--- src/rtl/controle_cronometro_posse_pkg.sv ---
// Shared definitions for the shot-clock sequencer: state encoding, default load values, game-time width.
// No logic of its own; combinational helpers only.
package controle_cronometro_posse_pkg;

  localparam int TEMPO_W = 10;

  localparam logic [4:0] T_POSSE_DEF   = 5'd24;
  localparam logic [4:0] T_REBOTE_DEF  = 5'd14;
  localparam int         BUZ_TICKS_DEF = 3;

  typedef enum logic [2:0] {
    PARADO    = 3'd0,
    CARREGA   = 3'd1,
    RODANDO   = 3'd2,
    PAUSADO   = 3'd3,
    ESTOURO   = 3'd4,
    DESLIGADO = 3'd5
  } estado_t;

  // True when the remaining game time can hold a full shot-clock period of the given value.
  function automatic logic cabe_no_jogo(input logic [TEMPO_W-1:0] restante,
                                        input logic [4:0]         valor);
    return restante >= TEMPO_W'(valor);
  endfunction

endpackage

--- src/rtl/estica_buzina.sv ---
// Stretches the one-cycle expiry trigger into a buzzer level lasting BUZ_TICKS tick_1hz pulses.
// Registered output, one cycle after trigger; clear wins over ticks, trigger wins over clear.
module estica_buzina #(
  parameter int BUZ_TICKS = 3
) (
  input  logic clock_in,
  input  logic reset_n,
  input  logic trigger,
  input  logic tick_1hz,
  input  logic clear,
  output logic buzina
);

  localparam int CW = ($clog2(BUZ_TICKS + 1) > 2) ? $clog2(BUZ_TICKS + 1) : 2;

  logic [CW-1:0] restam;

  always_ff @(posedge clock_in or negedge reset_n) begin
    if (!reset_n) begin
      restam <= '0;
      buzina <= 1'b0;
    end else if (trigger) begin
      // A tick coincident with the trigger is not part of the stretch.
      restam <= CW'(BUZ_TICKS);
      buzina <= (BUZ_TICKS != 0);
    end else if (clear) begin
      restam <= '0;
      buzina <= 1'b0;
    end else if (tick_1hz && (restam != '0)) begin
      restam <= restam - CW'(1);
      buzina <= (restam != CW'(1));
    end
  end

endmodule

--- src/rtl/controle_cronometro_posse.sv ---
// Shot-clock sequencer: drives load value and run enable of the shot-clock counter from game events.
// All outputs registered, one cycle after the event; no backpressure, lower-priority events in a cycle are dropped.
module controle_cronometro_posse
  import controle_cronometro_posse_pkg::*;
#(
  parameter logic [4:0] T_POSSE   = T_POSSE_DEF,
  parameter logic [4:0] T_REBOTE  = T_REBOTE_DEF,
  parameter int         BUZ_TICKS = BUZ_TICKS_DEF
) (
  input  logic               clock_in,
  input  logic               reset_n,
  input  logic               tick_1hz,
  input  logic               btn_posse,
  input  logic               btn_rebote,
  input  logic               btn_pausa,
  input  logic               jogo_rodando,
  input  logic [TEMPO_W-1:0] jogo_restante,
  input  logic [4:0]         contagem,
  input  logic               buzzer_in,
  output logic [4:0]         carga,
  output logic               corre,
  output logic               buzina,
  output logic               exibe,
  output logic [2:0]         estado
);

  estado_t    estado_q, estado_d;
  logic [4:0] alvo_q, alvo_d;
  logic       em_jogo;
  logic       buz_trigger, buz_clear;

  assign em_jogo = (estado_q == RODANDO) || (estado_q == PAUSADO);

  always_comb begin
    estado_d = estado_q;
    alvo_d   = alvo_q;
    if (btn_posse) begin
      alvo_d   = T_POSSE;
      estado_d = cabe_no_jogo(jogo_restante, T_POSSE) ? CARREGA : DESLIGADO;
    end else if (btn_rebote && em_jogo) begin
      // A rebound with plenty of shot clock left still consumes the cycle.
      if (contagem < T_REBOTE) begin
        alvo_d   = T_REBOTE;
        estado_d = cabe_no_jogo(jogo_restante, T_REBOTE) ? CARREGA : DESLIGADO;
      end
    end else if (btn_pausa && em_jogo) begin
      if (estado_q == RODANDO) begin
        estado_d = PAUSADO;
      end else if (jogo_rodando) begin
        estado_d = RODANDO;
      end
    end else begin
      unique case (estado_q)
        CARREGA: begin
          if (tick_1hz) begin
            estado_d = jogo_rodando ? RODANDO : PAUSADO;
          end
        end
        RODANDO: begin
          if (!jogo_rodando) begin
            estado_d = PAUSADO;
          end else if (buzzer_in || (contagem == 5'd0)) begin
            estado_d = ESTOURO;
          end else if (jogo_restante < TEMPO_W'(contagem)) begin
            estado_d = DESLIGADO;
          end
        end
        default: begin
        end
      endcase
    end
  end

  // Outputs are decoded from the next state so they line up with the state register.
  always_ff @(posedge clock_in or negedge reset_n) begin
    if (!reset_n) begin
      estado_q <= PARADO;
      alvo_q   <= T_POSSE;
      carga    <= 5'd0;
      corre    <= 1'b0;
      exibe    <= 1'b1;
    end else begin
      estado_q <= estado_d;
      alvo_q   <= alvo_d;
      carga    <= (estado_d == CARREGA) ? alvo_d : 5'd0;
      corre    <= (estado_d == RODANDO);
      exibe    <= (estado_d != DESLIGADO);
    end
  end

  assign estado      = estado_q;
  assign buz_trigger = (estado_d == ESTOURO) && (estado_q != ESTOURO);
  assign buz_clear   = (estado_d != ESTOURO);

  estica_buzina #(
    .BUZ_TICKS (BUZ_TICKS)
  ) u_estica_buzina (
    .clock_in (clock_in),
    .reset_n  (reset_n),
    .trigger  (buz_trigger),
    .tick_1hz (tick_1hz),
    .clear    (buz_clear),
    .buzina   (buzina)
  );

endmodule

--- config.mk ---
export PLATFORM = sky130hd
export DESIGN_NAME = controle_cronometro_posse
export DESIGN_NICKNAME = d
export VERILOG_FILES = /design/src/rtl/controle_cronometro_posse_pkg.sv /design/src/rtl/estica_buzina.sv /design/src/rtl/controle_cronometro_posse.sv
export SDC_FILE = /design/constraint.sdc
export NUM_CORES = 1
export LEC_CHECK = 0
export CAP_MARGIN = 15
export CORE_AREA = 2 2 55 57
export DETAILED_ROUTE_END_ITERATION = 10
export DIE_AREA = 0 0 57 59
export GPL_TIMING_DRIVEN = 1
export PLACE_DENSITY_LB_ADDON = 0.12
export SLEW_MARGIN = 25
export SYNTH_ARGS = -nofsm -noshare
export SYNTH_HDL_FRONTEND = slang
export SYNTH_SLANG_ARGS = --single-unit
--- constraint.sdc ---
create_clock -name clock_in -period 1.7 [get_ports clock_in]
set_input_delay 0.51 -clock clock_in [delete_from_list [all_inputs] [get_ports clock_in]]
set_output_delay 0.51 -clock clock_in [all_outputs]
set_load 0.01 [all_outputs]
## After elaboration in Yosys (flattened, before gate mapping)

Index checks and enable logic that the tools add are counted.

- Flip-flop bits (word level): 18
- Logic and storage cells: 55
- Output and inout bits: 11
- Bits of input ports: 23

- Muxes and demuxes: 24
- Add/subtract/negate cells: 1
- Eq/ne operators: 10
- Magnitude comparators: 4
- Reductions and logical operators: 9

Operators by type and width:

| operator | count |
|---|---|
| $mux 3 | 12 |
| $mux 5 | 4 |
| $ge 10x4->1 const B | 1 |
| $ge 10x5->1 const B | 1 |
| $lt 10x5->1 | 1 |
| $eq 3x2->1 const B | 3 |
| $ne 3x3->1 const B | 3 |
| $eq 3x1->1 const B | 2 |
| $mux 2 | 3 |
| $pmux 3 s2 | 1 |
| $logic_not 5->1 | 1 |
| $lt 5x4->1 const B | 1 |
| $logic_and 1x1->1 | 4 |
| $mux 1 | 4 |
| $eq 3x3->1 const B | 1 |
| $reduce_bool 3->1 | 1 |
| $logic_or 1x1->1 | 2 |
| $ne 2x1->1 const B | 1 |
| $reduce_bool 2->1 | 1 |
| $sub 2x1->2 const B | 1 |

## Depth between registers and ports, before layout

Gate-level depths: netlist of the first run.

- Word-level depth: 11
- Gate-level depth with buffers: 9
- Gate-level depth less buffers: 8

## Modules after synthesis

Synthesis of the first run repeated with hierarchy kept, for this count alone.

- Cell total of the unflattened synthesis: 102
- Area total of the unflattened synthesis: 1109.8 sq um

By module, submodules not included:

| module | area each (sq um) | cells each | times used | seq. area each (sq um) |
|---|---|---|---|---|
| controle_cronometro_posse | 922.1 | 86 | 1 | 379.1 |
| estica_buzina | 187.7 | 16 | 1 | 75.1 |

## Worst setup path before layout of the first run

No wires, ideal clock.

- Path type: input port to flip-flop
- Start point: in contagem[3]
- End point: reg u_estica_buzina.buzina
- Stages: 9
- Arrival: 2137 ps
- Library setup time: 68 ps
- Slack: -505 ps
- Data required time: 1632 ps
- Buffers on the path: 1
- Cell sequence: inv_1 ha_1 a21o_2 a2111oi_4 o21ai_2 a21oi_2 a2bb2oi_2 buf_6 and4b_1

- Cells in the longest elaborated chain, start to end: 11
- Elaborated cells on any way between the ends: 18
- Those cells by class: order compare (2); eq/ne (2); mux (10); reduce/logical (4)

RTL lines:

| item | RTL line | source |
|---|---|---|
| start: declaration | controle_cronometro_posse.sv:18 | `input logic [4:0] contagem,` |
| $lt 10x5->1 / $logic_not 5->1 (equally long branches) | controle_cronometro_posse.sv:64, controle_cronometro_posse.sv:62 |  |
| $mux 3 / $logic_or 1x1->1 (equally long branches) | controle_cronometro_posse.sv:64, controle_cronometro_posse.sv:62 |  |
| $mux 3 | controle_cronometro_posse.sv:62 | `end else if (buzzer_in \|\| (contagem == 5'd0)) begin` |
| $mux 3 | controle_cronometro_posse.sv:60 | `if (!jogo_rodando) begin` |
| $pmux 3 s2 | controle_cronometro_posse.sv:53 | `unique case (estado_q)` |
| $mux 3 | controle_cronometro_posse.sv:46 | `end else if (btn_pausa && em_jogo) begin` |
| $mux 3 (*) | controle_cronometro_posse.sv:40 | `end else if (btn_rebote && em_jogo) begin` |
| $mux 3 (*) | controle_cronometro_posse.sv:37 | `if (btn_posse) begin` |
| via estado_d[2] | controle_cronometro_posse.sv:27 | `estado_t estado_q, estado_d;` |
| $ne 3x3->1 / $eq 3x3->1 (equally long branches) | controle_cronometro_posse.sv:93, controle_cronometro_posse.sv:92 |  |
| $mux 1 / $logic_and 1x1->1 (equally long branches) | estica_buzina.sv:26, controle_cronometro_posse.sv:92 |  |
| $mux 1 / $reduce_bool 3->1 (equally long branches) | -- |  |
| end signal: assignment | estica_buzina.sv:25 | `buzina <= (BUZ_TICKS != 0);` |
| end signal: assignment | estica_buzina.sv:31 | `buzina <= (restam != CW'(1));` |
| end: declaration | estica_buzina.sv:11 | `output logic buzina` |

The timed path passes the listed nets; every way through them passes the cells marked *.
A chain may end at the register's enable or synchronous reset.

## Worst setup path after layout of the first run

- Start point: in contagem[3]
- End point: reg carga[3]

- Cells in the longest elaborated chain, start to end: 10
- Elaborated cells on any way between the ends: 17
- Those cells by class: order compare (2); eq/ne (1); mux (12); reduce/logical (2)

RTL lines:

| item | RTL line | source |
|---|---|---|
| $lt 10x5->1 / $logic_not 5->1 (equally long branches) | controle_cronometro_posse.sv:64, controle_cronometro_posse.sv:62 |  |
| $mux 3 / $logic_or 1x1->1 (equally long branches) | controle_cronometro_posse.sv:64, controle_cronometro_posse.sv:62 |  |
| $mux 3 | controle_cronometro_posse.sv:62 |  |
| $mux 3 | controle_cronometro_posse.sv:60 |  |
| $pmux 3 s2 | controle_cronometro_posse.sv:53 |  |
| $mux 3 | controle_cronometro_posse.sv:46 |  |
| $mux 3 | controle_cronometro_posse.sv:40 |  |
| $mux 3 | controle_cronometro_posse.sv:37 |  |
| $eq 3x1->1 | controle_cronometro_posse.sv:85 | `carga <= (estado_d == CARREGA) ? alvo_d : 5'd0;` |
| $mux 5 (*) | controle_cronometro_posse.sv:85 |  |
| end signal: assignment | controle_cronometro_posse.sv:85 |  |
| end: declaration | controle_cronometro_posse.sv:20 | `output logic [4:0] carga,` |

Every way passes the cells marked *; elsewhere a longest branch is shown, timed or not.

==> impl_metrics.yaml, run 1 <==
grt:
  grt_util_met1_pct: 21.81
  globalRouteMet2Util_pct: 29.23
  globalRouteMet3Util_pct: 3.712
  groute.usage.overall_pct: 17.15
  grt_overflow_total: 0
  global_route_wire_length_before_repair_um: 4526
  grt_pass1_vias: 1030
  initial_antenna_violation_count: 0
  pin_count_of_the_biggest_net_entering_global_routing: 19
  busiest_layer: "met2"
power:
  worst_ir_drop_vdd_v: 0.0007643
  power_density_of_the_placed_cells_nw_per_um2: 611.3
  cellLeakagePower_nw: 0.9121
synthesis:
  synth_top_family_by_area: "simple AND/OR/NAND/NOR gates"
  synth_async_sr_flop_share_pct: 100.0
  synth.lib_cells_used.distinct: 41
  synth_area_um2: 1044
  yosys.area_share.adder_pct: 7.194
  mappedNetlistNets: 129
  postSynthCellCount: 100
  postSynthAreaPerCell_um2: 10.44
  muxShareOfSynthArea_pct: 0
  yosys_most_used_dff: "sky130_fd_sc_hd__dfrtp_1"
  synth-seq-cells: 18
  synth_simple_gate_area_share_pct: 22.06
  synth.yosys.seq_area_share_pct: 43.53
  synth-compound-area-share_pct: 19.78
  synthesis.yosys.warnings: 0
  post_synth_edffs: 0
  synth_xor_xnor_area_share_pct: 0.8393
worst_setup_path:
  critical_path_peak_fanout: 5
  timing.critical_path.slowest_cell_delay_ns: 0.40
  worst_ep_required_ns: 1.87
  worst_setup_path_endpoint: "carga[3]"
  path_buf_inv: 3
  worst_r2r_startpoint: "estado[0]"
  worst-path-stages: 10
  setup.reg_to_reg.worst_slack_ns: -0.23
  worstSetupStartpoint: "contagem[3]"
  critical_path.startpoint_type: "primary input"
  cell_by_cell_listing_of_the_critical_path: "buf_12 -> inv_12 -> ha_4 -> a21o_4 -> a2111oi_4 -> o21ai_4 -> a21oi_2 -> a2bb2oi_4 -> buf_6 -> nor3b_2"
  critical-path-top-delay-family: "compound AO/OA/AOI/OAI gates"
  end_kind: "flip-flop"
  timing_worst_setup_path_type: "primary input to flip-flop"
  worst_r2r_path_cells: 7
  critical_path.reg2reg.endpoint: "corre"
  critical_path.slowest_cell: "sky130_fd_sc_hd__a2111oi_4"
  worst-endpoint-arrival_ns: 2.23
floorplanning:
  io_pins: 34
  core_region_area_um2: 2710
  fp-row-count: 19
  die_x_um: 57
  die_h_um: 59
  initial_utilization_pct: 38.50
  die_area_um2: 3363
routing:
  drt.antenna.violating_nets: 0
  route.vias.total: 978
  drt_first_pass_iters: 3
  drt_drc_violations_left: 0
  totalWireLength_um: 2547
  drtIter0Drc: 33
  drt-vias-per-instance: 5.041
  avgRoutedWirePerCell_um: 13.13
placed_design:
  dpl.hpwl_um: 1925
  post-place-cells: 188
  place_congestion: 0.8996
  portBuffers: 33
  dp_slack_ns: -1.176
hold_path:
  hold_path.startpoint: "alvo_q[0]"
  min_delay_path_depth: 2
  worstHoldPathType: "flip-flop to flip-flop"
final_layout:
  multi_input_comb_area_um2: 693.2
  layout-drive-gt1-share_pct: 44.17
  register_area_um2: 454.2
  finalNetCount: 193
  area_growth_syn_to_layout_pct: 75.54
  final-instance-count-excl-fill: 194
  num-fill-cells: 225
  diode_count: 0
timing:
  fin_ws_ns: -0.3600
  relSlewSlack_pct: 77.71
  timing.final.crit_share_pct: 121.2
  finalHoldViolations: 0
  clock_period_minus_worst_slack_ns: 2.060
  max_clock_freq_mhz: 485.4
  report.final.setup_viol: 13
  worst_hold_slack_ns: 0.5106
  worst_slew_pin_slew_ns: 0.3317
  setup-tns-final_ns: -3.801
  grt_setup_unrepaired: "yes"
  worst_clock_skew_ns: 0.001552
  final_max_slew_viol_count: 0
clocking:
  cts_htree_levels: 1
  clk-insertion-delay-late_ns: 0.29
  clock_tree_from_tritoncts: "built"
  hold_buffers: 0
  ctsRootBufferMaster: "sky130_fd_sc_hd__clkbuf_4"
  clkSlewWorstSetupHoldPaths_ns: 0.09
  cts_buffer_depth: 2
  clock_sink_count: 18
  total_clock_buffers_created_by_cts: 3
outcome:
  violations_in_the_final_reports: "setup timing"
  run_status: "complete, but fails checks"
flow_run:
  cap_violations: 0
[sequential cells by signal, summed over array words and instances (netlist names)]
signal                  flops
alvo_q                      5
carga                       5
estado                      3
u_estica_buzina.restam      2
corre                       1
exibe                       1
u_estica_buzina.buzina      1
[routing by layer]
metal	wire length (µm)	part of all wire (%)	vias up
li1	-	-	487
met1	1145	45	468
met2	1276	50	21
met3	110	4.3	2
met4	14	0.55	0
met5	0	0	-
[Yosys cell counts (2+ instances only)]
master | instances | area share [%]
sky130_fd_sc_hd__dfrtp_1 | 15 | 36
sky130_fd_sc_hd__inv_1 | 11 | 4.0
sky130_fd_sc_hd__nor2_1 | 8 | 2.9
sky130_fd_sc_hd__ha_1 | 6 | 7.2
sky130_fd_sc_hd__nand2_1 | 5 | 1.8
sky130_fd_sc_hd__a21oi_1 | 4 | 1.9
sky130_fd_sc_hd__and4b_1 | 4 | 3.8
sky130_fd_sc_hd__nor4_1 | 4 | 2.4
sky130_fd_sc_hd__dfstp_2 | 3 | 7.6
sky130_fd_sc_hd__nor3b_1 | 3 | 2.2
sky130_fd_sc_hd__a211oi_1 | 2 | 1.4
sky130_fd_sc_hd__a21oi_2 | 2 | 1.7
sky130_fd_sc_hd__nand2b_1 | 2 | 1.2
sky130_fd_sc_hd__nand3_1 | 2 | 0.96
sky130_fd_sc_hd__o211ai_1 | 2 | 1.4
sky130_fd_sc_hd__or2_2 | 2 | 1.2
[cell type report]
type	instances	share of cell area, %
Clock buffer	4	1.981
Sequential cell	18	24.80
Multi-Input combinational cell	67	37.84
Timing Repair Buffer	63	30.33
Inverter	11	2.937
Tap cell	31	2.117
[power breakdown]
group          leakage, nW  internal [mW]  total [mW]  switching, mW
combinational        0.662          0.209       0.401          0.192
clock               0.0210          0.130       0.253          0.123
sequential           0.230          0.454       0.465         0.0109
[through the flow]
stage / util (%) / power [mW] / area [µm²]
2_1_floorplan: - / 0.6239 / 1075
3_3_place_gp: 60.02 / 0.8152 / 1627
3_5_place_dp: 60.02 / 0.8227 / 1627
4_1_cts: 64.45 / 1.110 / 1747
5_1_grt: 67.59 / 1.197 / 1832
6_report: 67.59 / 1.120 / 1832
[cell usage in the layout, fill, tap and decap left out, types with 2 or more instances in the layout]
cell	count
sky130_fd_sc_hd__dlymetal6s2s_1	9
sky130_fd_sc_hd__a21oi_1	2
sky130_fd_sc_hd__dlygate4sd2_1	10
sky130_fd_sc_hd__nor4_4	4
sky130_fd_sc_hd__buf_6	2
sky130_fd_sc_hd__nand2b_1	2
sky130_fd_sc_hd__buf_4	29
sky130_fd_sc_hd__and4b_1	4
sky130_fd_sc_hd__a211oi_1	2
sky130_fd_sc_hd__o21ai_4	2
sky130_fd_sc_hd__nand3_1	2
sky130_fd_sc_hd__nand2_1	5
sky130_fd_sc_hd__clkdlybuf4s15_1	2
sky130_fd_sc_hd__ha_4	2
sky130_fd_sc_hd__clkdlybuf4s50_1	5
sky130_fd_sc_hd__ha_1	3
sky130_fd_sc_hd__nor2_1	8
sky130_fd_sc_hd__a21oi_4	2
sky130_fd_sc_hd__clkbuf_2	5
sky130_fd_sc_hd__o211ai_1	2
sky130_fd_sc_hd__dfstp_2	3
sky130_fd_sc_hd__clkbuf_4	3
sky130_fd_sc_hd__nor3b_2	2
sky130_fd_sc_hd__dfrtp_1	15
sky130_fd_sc_hd__inv_1	9
sky130_fd_sc_hd__a21oi_2	2
[how the worst min path moves through the flow]
stage | endpoint | slack, ns
detailed placement | alvo_q[0] | 0.49
global placement | alvo_q[1] | 0.47
CTS | alvo_q[2] | 0.52
finish | alvo_q[0] | 0.51
floorplan | alvo_q[0] | 0.21
global route | carga[0] | 0.54
[timing repair]
item                       4_1_cts  5_1_grt
setup buffers                    1        2
pin swaps                       19       15
setup endpoints to repair       21       20
gates resized for setup         45       32
[cell families after synthesis]
family / Yosys count
and+or+nand+nor: 37
AOI/OAI and AO/OA: 23
buffers and inverters: 15
DFF: 18
adders and majority gates: 6
xor gates and xnor gates: 1
[worst reg2reg max path, stage by stage (launching register included)]
cell and delay, ns:
sky130_fd_sc_hd__dfrtp_1 0.44, sky130_fd_sc_hd__and4b_1 0.23, sky130_fd_sc_hd__a211oi_1 0.06, sky130_fd_sc_hd__o31ai_2 0.33
sky130_fd_sc_hd__o21ai_4 0.12, sky130_fd_sc_hd__or2_4 0.28, sky130_fd_sc_hd__buf_4 0.14, sky130_fd_sc_hd__nor4_4 0.24
No activity file was read; power rests on OpenSTA's default activity.
==> inputs of run 2 (changes only) <==
--- a/config.mk
+++ b/config.mk
@@ -9,6 +9,7 @@
 export CORE_AREA = 2 2 55 57
 export DETAILED_ROUTE_END_ITERATION = 10
 export DIE_AREA = 0 0 57 59
+export GPL_ROUTABILITY_DRIVEN = 0
 export GPL_TIMING_DRIVEN = 1
 export PLACE_DENSITY_LB_ADDON = 0.12
 export SLEW_MARGIN = 25
==> results of run 2 <==
The final DEF is identical to that of run 1; final timing and power are the same.
